**config.mk**
```make
export PLATFORM = sky130hd
export DESIGN_NAME = fetch_stall_stage
export DESIGN_NICKNAME = d
export VERILOG_FILES = /design/src/rtl/fetch_stall_stage.sv
export SDC_FILE = /design/constraint.sdc
export NUM_CORES = 1
export LEC_CHECK = 0
export BUFFER_PORTS_ARGS = -buffer_cell sky130_fd_sc_hd__buf_2
export CORE_ASPECT_RATIO = 1.75
export CORE_MARGIN = 2
export CORE_UTILIZATION = 46
export CTS_BUF_LIST = sky130_fd_sc_hd__clkbuf_4
export DETAILED_ROUTE_END_ITERATION = 16
export MAX_ROUTING_LAYER = met4
export PLACE_DENSITY = 0.81
export SYNTH_ARGS = -nofsm -noshare
export SYNTH_HDL_FRONTEND = slang
export SYNTH_SLANG_ARGS = --single-unit
```
**constraint.sdc**
```tcl
create_clock -name clk -period 2.1 [get_ports clk]
set_input_delay 0.21 -clock clk [delete_from_list [all_inputs] [get_ports clk]]
set_output_delay 0.21 -clock clk [all_outputs]
set_load 0.02 [all_outputs]
```
**src/rtl/fetch_stall_stage.sv**
```systemverilog
// Fetch-side pipeline state owner.
// Holds the PC, the IF/ID register and the control half of ID/EX, applies
// hazard-unit hold/bubble requests and branch redirects, and keeps
// saturating stall/flush performance counters.
module fetch_stall_stage #(
    parameter int unsigned          PC_WIDTH    = 32,
    parameter int unsigned          INSTR_WIDTH = 32,
    parameter int unsigned          CTRL_WIDTH  = 9,
    parameter int unsigned          CNT_WIDTH   = 16,
    parameter logic [PC_WIDTH-1:0]  RESET_PC    = '0
) (
    input  logic                   clk,
    input  logic                   reset,
    input  logic                   PCwrite,
    input  logic                   IFIDwrite,
    input  logic                   controlmux,
    input  logic                   branch_taken,
    input  logic [PC_WIDTH-1:0]    branch_target,
    input  logic [INSTR_WIDTH-1:0] imem_instr,
    input  logic [CTRL_WIDTH-1:0]  id_ctrl,
    output logic [PC_WIDTH-1:0]    pc,
    output logic [PC_WIDTH-1:0]    ifid_pc,
    output logic [INSTR_WIDTH-1:0] ifid_instr,
    output logic                   ifid_valid,
    output logic [CTRL_WIDTH-1:0]  idex_ctrl,
    output logic                   idex_valid,
    output logic [CNT_WIDTH-1:0]   stall_cycles,
    output logic [CNT_WIDTH-1:0]   flush_cycles
);

    logic [PC_WIDTH-1:0]    pc_q,         pc_d;
    logic [PC_WIDTH-1:0]    ifid_pc_q,    ifid_pc_d;
    logic [INSTR_WIDTH-1:0] ifid_instr_q, ifid_instr_d;
    logic                   ifid_valid_q, ifid_valid_d;
    logic [CTRL_WIDTH-1:0]  idex_ctrl_q,  idex_ctrl_d;
    logic                   idex_valid_q, idex_valid_d;
    logic [CNT_WIDTH-1:0]   stall_q,      stall_d;
    logic [CNT_WIDTH-1:0]   flush_q,      flush_d;

    // Next-state: redirect beats hold for PC and IF/ID; bubble ID/EX on any kill source.
    always_comb begin
        pc_d         = pc_q;
        ifid_pc_d    = ifid_pc_q;
        ifid_instr_d = ifid_instr_q;
        ifid_valid_d = ifid_valid_q;
        idex_ctrl_d  = id_ctrl;
        idex_valid_d = 1'b1;
        stall_d      = stall_q;
        flush_d      = flush_q;

        if (branch_taken) begin
            pc_d = {branch_target[PC_WIDTH-1:2], 2'b00};
        end else if (!PCwrite) begin
            pc_d = pc_q + PC_WIDTH'(4);
        end

        if (branch_taken) begin
            ifid_pc_d    = '0;
            ifid_instr_d = '0;
            ifid_valid_d = 1'b0;
        end else if (!IFIDwrite) begin
            ifid_pc_d    = pc_q;
            ifid_instr_d = imem_instr;
            ifid_valid_d = 1'b1;
        end

        if (controlmux || branch_taken || !ifid_valid_q) begin
            idex_ctrl_d  = '0;
            idex_valid_d = 1'b0;
        end

        if (PCwrite && !branch_taken && (stall_q != '1)) begin
            stall_d = stall_q + CNT_WIDTH'(1);
        end
        if (branch_taken && (flush_q != '1)) begin
            flush_d = flush_q + CNT_WIDTH'(1);
        end
    end

    // State registers with synchronous reset that overrides every request.
    always_ff @(posedge clk) begin
        if (reset) begin
            pc_q         <= RESET_PC;
            ifid_pc_q    <= '0;
            ifid_instr_q <= '0;
            ifid_valid_q <= 1'b0;
            idex_ctrl_q  <= '0;
            idex_valid_q <= 1'b0;
            stall_q      <= '0;
            flush_q      <= '0;
        end else begin
            pc_q         <= pc_d;
            ifid_pc_q    <= ifid_pc_d;
            ifid_instr_q <= ifid_instr_d;
            ifid_valid_q <= ifid_valid_d;
            idex_ctrl_q  <= idex_ctrl_d;
            idex_valid_q <= idex_valid_d;
            stall_q      <= stall_d;
            flush_q      <= flush_d;
        end
    end

    assign pc           = pc_q;
    assign ifid_pc      = ifid_pc_q;
    assign ifid_instr   = ifid_instr_q;
    assign ifid_valid   = ifid_valid_q;
    assign idex_ctrl    = idex_ctrl_q;
    assign idex_valid   = idex_valid_q;
    assign stall_cycles = stall_q;
    assign flush_cycles = flush_q;

endmodule

```
==> impl_metrics.env, run 1 <==
export IMPL_numCtsBuffers=17
export IMPL_tightest_slew_ns=0.612
export IMPL_most_common_layout_cells="buf_2 (210), dfxtp_1 (132), nor2_1 (94)"
export IMPL_fin_crit_sh_pct=91.1
export IMPL_antenna_found_initial=1
export IMPL_synth_edf_count=0
export IMPL_design_die_area_um2=13900
export IMPL_cp_required_ns=2.56
export IMPL_skew_ns=0.0166
export IMPL_dpl_worst_slack_ns=0.125
export IMPL_path_buf_inv=0
export IMPL_ys_seq_elements=135
export IMPL_nets=1034
export IMPL_fin_ws_ns=0.186
export IMPL_synth_main_ff_cell="dfxtp_1"
export IMPL_setup_viol=0
export IMPL_rsz0062_at_grt="no"
export IMPL_cts_sinks=135
export IMPL_postSynth_asyncResetShare_pct=0
export IMPL_slew_headroom_pct=58.8
export IMPL_final_common_cell="buf_2"
export IMPL_maxSlewViolCount=0
export IMPL_drc=0
export IMPL_dieHeight_um=155
export IMPL_synth_warnings=0
export IMPL_hp_class="input pin to register"
export IMPL_critPathSlowestCell="dfxtp_1"
export IMPL_critical_path_arrival_ns=2.37
export IMPL_clk_latency_ns=0.54
export IMPL_fin_cells=1137
export IMPL_power_density_nw_per_um2=627
export IMPL_syn_to_final_growth_pct=40.0
export IMPL_crit_chain="ha_1 > and3b_1 > nand2_1 > or4_1 > a311oi_1"
export IMPL_post_route_min_period_ns=1.91
export IMPL_ys_types=54
export IMPL_grt_max_degree=64
export IMPL_synthCells=660
export IMPL_rows=55
export IMPL_peakVddDrop_uv=311
export IMPL_synth_seq_area_share_pct=45.4
export IMPL_vias=6329
export IMPL_routed_wl_um=19500
export IMPL_gr_total_overflow=0
export IMPL_wl_per_cell_um=17.2
export IMPL_final_antenna_net_count=0
export IMPL_via_per_inst=5.57
export IMPL_end_kind="register"
export IMPL_cts_root_buffer="clkbuf_4"
export IMPL_path_max_fanout=7
export IMPL_core_um2=12800
export IMPL_final_hold_viol_count=0
export IMPL_dp_hpwl_um=12800
export IMPL_p_leak_nw=3.81
export IMPL_htree_levels=4
export IMPL_drtIter0Drc=324
export IMPL_dr_pass1_iters=5
export IMPL_cts_tree="built"
export IMPL_grt_pass1_wl_um=30900
export IMPL_gr_usage_all_layers_pct=28.4
export IMPL_postLayoutCoreUtil_pct=65.2
export IMPL_ioPinCount=218
export IMPL_power_mw=5.23
export IMPL_avgSynthCellArea_um2=9.03
export IMPL_slowest_delay_ns=0.48
export IMPL_initial_core_util_pct=46.5
export IMPL_path_clk_slew_ns=0.14
export IMPL_gp_congestion=0.843
export IMPL_dieWidth_um=90.0
export IMPL_drv_cap=0
export IMPL_drive_above_1_share_pct=31.0
export IMPL_path_class="register to register"
export IMPL_syn_cell_area_um2=5960
export IMPL_grt_pass1_vias=6104
export IMPL_crit_family="simple AND/OR/NAND/NOR gates"
export IMPL_critPathLaunchType="register"
export IMPL_max_freq_ghz=0.523
export IMPL_status="completed"
export IMPL_cts_max_path_buffers=2
export IMPL_dpl_cell_count=1033
export IMPL_tns_ns=0
export IMPL_io_buffer_count=211
layout make-up:
cell class,count,area (um^2)
clock inverter,15,158
clock buffer,17,128
sequential,135,2710
timing repair buffer,318,2050
fill,1084,4460
tap,171,214
multi-input combinational,462,3010
antenna,1,2.50
inverter,18,67.6
Yosys cell counts, types with 7 or more instances:
library cell	instances	area [um^2]
nor2b_1	8	50.1
nor3_1	14	70.1
nor2_1	94	353
mux2i_1	65	651
xnor2_1	8	70.1
o21ai_0	12	60.1
a21oi_1	31	155
and2_1	9	56.3
nor4_1	11	68.8
and4_1	9	78.8
nand4_1	26	163
nand2_1	33	124
o31ai_1	8	60.1
or4_1	7	52.6
dfxtp_1	135	2700
a211oi_1	13	97.6
buf_1	11	41.3
mux2_2	7	78.8
and3_1	14	87.6
a311oi_1	9	78.8
nand3_1	15	75.1
inv_1	18	67.6
clkbuf_1	30	113
or3_1	11	68.8
sequential cells by signal, summed over array words and instances (netlist names):
name	cells
ifid_instr	32
ifid_pc	30
idex_ctrl	9
pc	30
ifid_valid	1
flush_cycles	16
stall_cycles	16
idex_valid	1
metrics by stage:
step | cell area (um^2) | hold WS [ns]
final | 8340 | 0.0965
after global routing | 8340 | 0.0663
after CTS | 8330 | 0.0602
after detailed placement | 7330 | 0.414
after global placement | 7330 | 0.412
after floorplan | 5970 | 0.332
path summary, 6_finish.rpt:
kind / start / end / slack [ns] / cells past startpoint
worst max-delay path: pc[3]$_SDFFE_PP0N_ / pc[12]$_SDFFE_PP0N_ / 0.19 / 5
worst min-delay path: branch_target[31] / pc[31]$_SDFFE_PP0N_ / 0.1 / 4
worst max register to register: pc[3]$_SDFFE_PP0N_ / pc[12]$_SDFFE_PP0N_ / 0.19 / 5
worst min register to register: ifid_pc[22]$_SDFFE_PP0N_ / ifid_pc[22]$_SDFFE_PP0N_ / 0.51 / 2
tightest hold or removal path, cell delays in order:
cell	delay, ns
buf_2	0.09
inv_1	0.07
o32a_1	0.14
o211ai_1	0.08
what timing repair did:
| action | 4_1_cts | 5_1_grt |
|---|---|---|
| hold endpoints to repair | 71 | 0 |
| setup buffers | 0 | 0 |
| hold buffers | 71 | 0 |
| endpoints found under the setup margin | 0 | 2 |
| resized for setup | 0 | 2 |
layer usage:
metal	global-route usage (%)	vias to the layer above	wire (um)
li1	-	3003	-
met1	28.7	3031	7080
met2	51.7	236	10800
met3	5.65	59	933
met4	14.0	0	762
met5	-	-	0
power by group:
group	total, mW	leakage, nW	switching [mW]	internal, mW
registers	2.72	1.10	0.0817	2.64
logic	0.752	2.56	0.411	0.342
clock network	1.75	0.150	1.12	0.637
total	5.23	3.81	1.61	3.62
kinds of logic after synthesis:
family	after synthesis	share of synthesized area, %
buf+inv	66	4.47
flops	135	45.4
xor+xnor	10	1.47
other cells	1	0.0630
simple gates	269	23.7
fa+ha+maj	3	0.630
mux	72	12.2
compound gates	104	12.0
No activity file was read; power rests on OpenSTA's default activity.
==> inputs of run 2 (changes only) <==
--- a/config.mk
+++ b/config.mk
@@ -10,5 +10,5 @@
 export CORE_MARGIN = 2
 export CORE_UTILIZATION = 46
-export CTS_BUF_LIST = sky130_fd_sc_hd__clkbuf_4
+export CTS_BUF_LIST = sky130_fd_sc_hd__clkbuf_8
 export DETAILED_ROUTE_END_ITERATION = 16
 export MAX_ROUTING_LAYER = met4
==> constraint.sdc (replaced) <==
create_clock -name clk -period 2.1 [get_ports clk]
set_input_delay 0.42 -clock clk [delete_from_list [all_inputs] [get_ports clk]]
set_output_delay 0.42 -clock clk [all_outputs]
set_load 0.02 [all_outputs]
==> run 2 against run 1 <==
Sequential share of layout area increased by 2.4 points. Wire length is 11% lower. Cell count shrank 5.6%. Final area decreased by 6.8%. Register-to-register slack got worse by 0.04 ns. Worst setup slack got worse by 0.039 ns. Critical path depth rose by 1. Critical path type unchanged. Critical endpoint is now pc[24]$_SDFFE_PP0N_.
==> impl_metrics.env, run 2 (synthesized netlist as in run 1, its figures left out) <==
export IMPL_crit_path_end="pc[24]$_SDFFE_PP0N_"
export IMPL_gp_congestion=0.849
export IMPL_vias=5820
export IMPL_cp_required_ns=2.41
export IMPL_maxSlewViolCount=0
export IMPL_numCtsBuffers=17
export IMPL_hp_class="input pin to register"
export IMPL_via_per_inst=5.42
export IMPL_fin_cells=1073
export IMPL_max_freq_ghz=0.512
export IMPL_core_um2=12800
export IMPL_gr_total_overflow=0
export IMPL_syn_to_final_growth_pct=30.5
export IMPL_routed_wl_um=17400
export IMPL_dieHeight_um=155
export IMPL_power_mw=5.44
export IMPL_wl_per_cell_um=16.2
export IMPL_dr_pass1_iters=5
export IMPL_critPathLaunchType="register"
export IMPL_final_hold_viol_count=0
export IMPL_ioPinCount=218
export IMPL_path_clk_slew_ns=0.09
export IMPL_drive_above_1_share_pct=33.9
export IMPL_gr_usage_all_layers_pct=24.8
export IMPL_dp_hpwl_um=12900
export IMPL_rows=55
export IMPL_critical_path_arrival_ns=2.26
export IMPL_htree_levels=4
export IMPL_skew_ns=0.0102
export IMPL_path_max_fanout=7
export IMPL_design_die_area_um2=13900
export IMPL_grt_pass1_vias=5350
export IMPL_fin_crit_sh_pct=93.0
export IMPL_peakVddDrop_uv=492
export IMPL_reg2reg_to="pc[24]$_SDFFE_PP0N_"
export IMPL_critPathLaunch="pc[3]$_SDFFE_PP0N_"
export IMPL_cts_max_path_buffers=2
export IMPL_final_common_cell="buf_2"
export IMPL_holdBufCountCts=0
export IMPL_final_antenna_net_count=0
export IMPL_drv_cap=0
export IMPL_postLayoutCoreUtil_pct=60.7
export IMPL_dieWidth_um=90.0
export IMPL_reg2reg_slack_ns=0.15
export IMPL_post_route_min_period_ns=1.95
export IMPL_critPathSlowestCell="dfxtp_1"
export IMPL_initial_core_util_pct=46.5
export IMPL_drc=0
export IMPL_cts_root_buffer="clkbuf_8"
export IMPL_post_cts_setup_buffers=0
export IMPL_slew_headroom_pct=54.4
export IMPL_holdWs_ns=0.182
export IMPL_nets=970
export IMPL_io_buffer_count=211
export IMPL_p_leak_nw=3.59
export IMPL_most_common_layout_cells="buf_2 (210), dfxtp_1 (132), nor2_1 (94)"
export IMPL_rr_startpoint="pc[3]$_SDFFE_PP0N_"
export IMPL_crit_chain="ha_1 > buf_4 > nand2_1 > nor4_1 > a211oi_1 > a2111oi_1"
export IMPL_path_class="register to register"
export IMPL_drtIter0Drc=301
export IMPL_reg2regPathDepth=6
export IMPL_clk_latency_ns=0.43
export IMPL_antenna_found_initial=1
export IMPL_tns_ns=0
export IMPL_largest_register_ffs=32
export IMPL_cts_tree="built"
export IMPL_grt_pass1_wl_um=27100
export IMPL_rsz0062_at_grt="no"
export IMPL_slowest_delay_ns=0.47
export IMPL_cts_sinks=135
export IMPL_grt_max_degree=64
export IMPL_power_density_nw_per_um2=700
export IMPL_setup_viol=0
export IMPL_dpl_cell_count=1040
export IMPL_end_kind="register"
export IMPL_status="completed"
export IMPL_tightest_slew_ns=0.677
## run 2: final cells by class
class                           instances  area [um^2]
Multi-Input combinational cell        462         3010
Clock inverter                         15          150
Fill cell                            1197         5020
Clock buffer                           17          234
Timing Repair Buffer                  254         1390
Antenna cell                            1         2.50
Sequential cell                       135         2710
Tap cell                              171          214
Inverter                               18         67.6
## run 2: per-layer routing
layer  share of wire, %  up-vias  GRT usage, %
met5                  0        -             -
met4                2.7        0          10.9
met3                4.2       33          4.82
met2                 55      182          46.2
met1                 38     2744          24.8
li1                   -     2861             -
## run 2: worst min path at each step
stage	slack [ns]	to	cells after the start	startpoint
3_3_place_gp	0.46	ifid_valid$_SDFFE_PP0N_	2	ifid_valid$_SDFFE_PP0N_
4_1_cts	0.16	idex_ctrl[4]$_SDFF_PP0_	2	id_ctrl[4]
6_report	0.18	idex_ctrl[7]$_SDFF_PP0_	2	id_ctrl[7]
2_1_floorplan	0.54	idex_ctrl[0]$_SDFF_PP0_	1	id_ctrl[0]
3_5_place_dp	0.48	ifid_instr[29]$_SDFFE_PP0N_	2	ifid_instr[29]$_SDFFE_PP0N_
5_1_grt	0.16	idex_ctrl[8]$_SDFF_PP0_	2	id_ctrl[8]
## run 2: what timing repair did
action	in CTS	in global routing
resized for setup	0	2
endpoints found under the setup margin	0	3
hold endpoints to repair	0	0
## run 2: where the power goes
part	internal, mW	switching (mW)	total [mW]
logic	0.258	0.375	0.633
registers	2.64	0.0775	2.72
clock network	0.889	1.20	2.09
total	3.79	1.65	5.44
## run 2: critical path, delay by kind of cell (launching register included)
| kind | cells | cell delay (ns) |
|---|---|---|
| simple gates | 2 | 0.49 |
| compound gates | 2 | 0.51 |
| buf+inv | 1 | 0.13 |
| fa+ha+maj | 1 | 0.22 |
| flops | 1 | 0.47 |
## run 2: metrics by stage
| step | setup slack (ns) | instance area (um^2) |
|---|---|---|
| after floorplan | 0.00752 | 5970 |
| after global placement | 0.156 | 7380 |
| after detailed placement | 0.128 | 7380 |
| after CTS | 0.0966 | 7770 |
| after global routing | 0.0208 | 7770 |
| final | 0.147 | 7770 |
==> inputs of run 3 (changes only) <==
ABC_AREA = 1   (was default)
CORE_UTILIZATION = 47   (was 46)
PLACE_DENSITY = 0.85   (was 0.81)
==> run 3 against run 2 <==
Worst hold slack worse by 0.027 ns. Maximum frequency is 9.5% higher. Global-route usage increased by 0.55 points. Register-to-register slack better by 0.17 ns. Wire length rose by 5.2%. Cell count increased by 24%. Critical path depth up 2. Area after synthesis rose by 6.9%. First-iteration DRC count up 16%. Worst setup slack improved by 0.17 ns.
==> impl_metrics.env, run 3 <==
export IMPL_peakVddDrop_uv=451
export IMPL_final_hold_viol_count=0
export IMPL_drc=0
export IMPL_yosysTopAreaCellShare_pct=42.4
export IMPL_post_cts_resized=0
export IMPL_multi_input_area_um2=3120
export IMPL_crit_family="simple AND/OR/NAND/NOR gates"
export IMPL_crit_path_end="stall_cycles[11]$_SDFFE_PP0P_"
export IMPL_dpl_cell_count=1298
export IMPL_rr_startpoint="stall_cycles[1]$_SDFFE_PP0P_"
export IMPL_path_depth=8
export IMPL_routed_wl_um=18300
export IMPL_path_clk_slew_ns=0.09
export IMPL_tns_ns=0
export IMPL_max_freq_ghz=0.561
export IMPL_final_antenna_net_count=0
export IMPL_wl_per_cell_um=13.8
export IMPL_fillers=1305
export IMPL_io_buffer_count=211
export IMPL_ys_seq_elements=135
export IMPL_synth_most_common_cell="nand2_1"
export IMPL_via_per_inst=4.99
export IMPL_core_um2=13300
export IMPL_dr_pass1_iters=5
export IMPL_reg2regPathDepth=8
export IMPL_slew_headroom_pct=55.5
export IMPL_power_mw=5.62
export IMPL_postLayoutCoreUtil_pct=60.1
export IMPL_antenna_cells=0
export IMPL_critical_path_arrival_ns=2.16
export IMPL_ff_latch_area_um2=2700
export IMPL_status="completed"
export IMPL_critPathLaunchType="register"
export IMPL_p_leak_nw=3.62
export IMPL_path_buf_inv=0
export IMPL_avgSynthCellArea_um2=6.80
export IMPL_cts_max_path_buffers=2
export IMPL_final_common_cell="nand2_1"
export IMPL_synth_seq_area_share_pct=42.4
export IMPL_grt_pass1_vias=6095
export IMPL_antenna_found_initial=0
export IMPL_grt_max_degree=50
export IMPL_reg2reg_slack_ns=0.32
export IMPL_holdWs_ns=0.156
export IMPL_holdBufCountCts=0
export IMPL_synth_edf_count=0
export IMPL_critPathLaunch="stall_cycles[1]$_SDFFE_PP0P_"
export IMPL_skew_ns=0.0128
export IMPL_dieHeight_um=158
export IMPL_ioPinCount=218
export IMPL_end_kind="register"
export IMPL_fin_cells=1330
export IMPL_power_density_nw_per_um2=703
export IMPL_most_common_layout_cells="nand2_1 (298), buf_2 (211), dfxtp_1 (135)"
export IMPL_hp_class="input pin to register"
export IMPL_setup_viol=0
export IMPL_yosys_top_cells_area="dfxtp_1 (42%), nand2_1 (18%), a21oi_1 (8.1%)"
export IMPL_grt_pass1_wl_um=28400
export IMPL_tightest_slew_ns=0.667
export IMPL_gr_total_overflow=0
export IMPL_numCtsBuffers=17
export IMPL_synthCells=937
export IMPL_rows=56
export IMPL_dieWidth_um=92
export IMPL_fin_crit_sh_pct=84.9
export IMPL_yosys_top_cells_count="nand2_1 (298), dfxtp_1 (135), a21oi_1 (103), inv_1 (91), nor2_1 (69)"
export IMPL_path_class="register to register"
export IMPL_vias=6639
export IMPL_largest_register_ffs=32
export IMPL_gp_congestion=0.920
export IMPL_gr_usage_all_layers_pct=25.3
export IMPL_cts_tree="built"
export IMPL_drv_cap=0
export IMPL_synth_main_ff_cell="dfxtp_1"
export IMPL_synth_warnings=0
export IMPL_cp_required_ns=2.47
export IMPL_drtIter0Drc=348
export IMPL_syn_cell_area_um2=6370
export IMPL_synth_top_area_cell="dfxtp_1"
export IMPL_maxSlewViolCount=0
export IMPL_rsz0062_at_grt="no"
export IMPL_postSynth_asyncResetShare_pct=0
export IMPL_htree_levels=4
export IMPL_path_max_fanout=17
export IMPL_reg2reg_to="stall_cycles[11]$_SDFFE_PP0P_"
export IMPL_nets=1225
export IMPL_design_die_area_um2=14500
export IMPL_clk_latency_ns=0.45
export IMPL_crit_chain="ha_1 > nand2_2 > nor2_4 > nand2_4 > nor2_1 > nor2_2 > nand2_1 > a21oi_2"
export IMPL_syn_to_final_growth_pct=25.6
export IMPL_initial_core_util_pct=47.8
export IMPL_slowest_delay_ns=0.51
export IMPL_drive_above_1_share_pct=25.5
export IMPL_cts_root_buffer="clkbuf_8"
export IMPL_dp_hpwl_um=13800
export IMPL_post_cts_setup_buffers=0
export IMPL_critPathSlowestCell="nor2_2"
export IMPL_ys_types=35
export IMPL_cts_sinks=135
export IMPL_post_route_min_period_ns=1.78
-- run 3: cell types whose count changed in the layout (fill, tap and decap cells not counted), moves of 13 or more --
cell,before,now
nor2_1,94,69
a211oi_1,13,0
a21oi_1,31,103
nand4_1,26,7
mux2i_1,65,0
inv_1,18,91
and3_1,14,0
o21ai_0,12,56
nand3_1,15,53
buf_4,43,14
nand2_1,32,298
-- run 3: worst min path at each step --
stage	slack, ns	end	start	depth (start not counted)
detailed placement	0.45	ifid_instr[25]$_SDFFE_PP0N_	ifid_instr[25]$_SDFFE_PP0N_	2
global placement	0.44	ifid_instr[25]$_SDFFE_PP0N_	ifid_instr[25]$_SDFFE_PP0N_	2
CTS	0.14	idex_valid$_SDFF_PP0_	controlmux	2
global route	0.14	idex_valid$_SDFF_PP0_	controlmux	2
finish	0.16	idex_valid$_SDFF_PP0_	controlmux	2
floorplan	0.52	idex_valid$_SDFF_PP0_	controlmux	1
-- run 3: cells by family after synthesis --
logic type               synth area share [%]
other                                  0.0589
AND/OR/NAND/NOR                          29.7
flip-flops                               42.4
adder cells (fa/ha/maj)                 0.589
XOR/XNOR                                 3.30
AO/OA/AOI/OAI                            15.1
buffers and inverters                    8.82
-- run 3: cell type report --
type | instances | area share, %
well taps | 174 | 2.72
clock inverters | 13 | 2.08
flip-flops and latches | 135 | 33.8
multi-input cells | 668 | 38.9
repair buffers | 226 | 14.8
inverters | 95 | 4.46
clock buffers | 19 | 3.27
-- run 3: stage by stage --
stage / cell area, um^2 / setup WS, ns
after detailed placement: 7570 / 0.336
final: 8000 / 0.317
after global placement: 7570 / 0.384
after CTS: 8000 / 0.319
after floorplan: 6380 / 0.430
after global routing: 8000 / 0.101
-- run 3: layer usage --
| layer | vias up | track usage [%] | wire length (um) |
|---|---|---|---|
| met5 | - | - | 0 |
| met4 | 0 | 12.6 | 680 |
| met3 | 43 | 4.66 | 1120 |
| met2 | 235 | 47.0 | 9670 |
| met1 | 2979 | 25.1 | 6840 |
| li1 | 3382 | - | - |
-- run 3: report_power, final --
group	switching, mW	internal (mW)	leakage [nW]
Sequential	0.0739	2.64	1.10
Combinational	0.406	0.209	2.32
Clock	1.05	1.25	0.209
Total	1.53	4.10	3.62
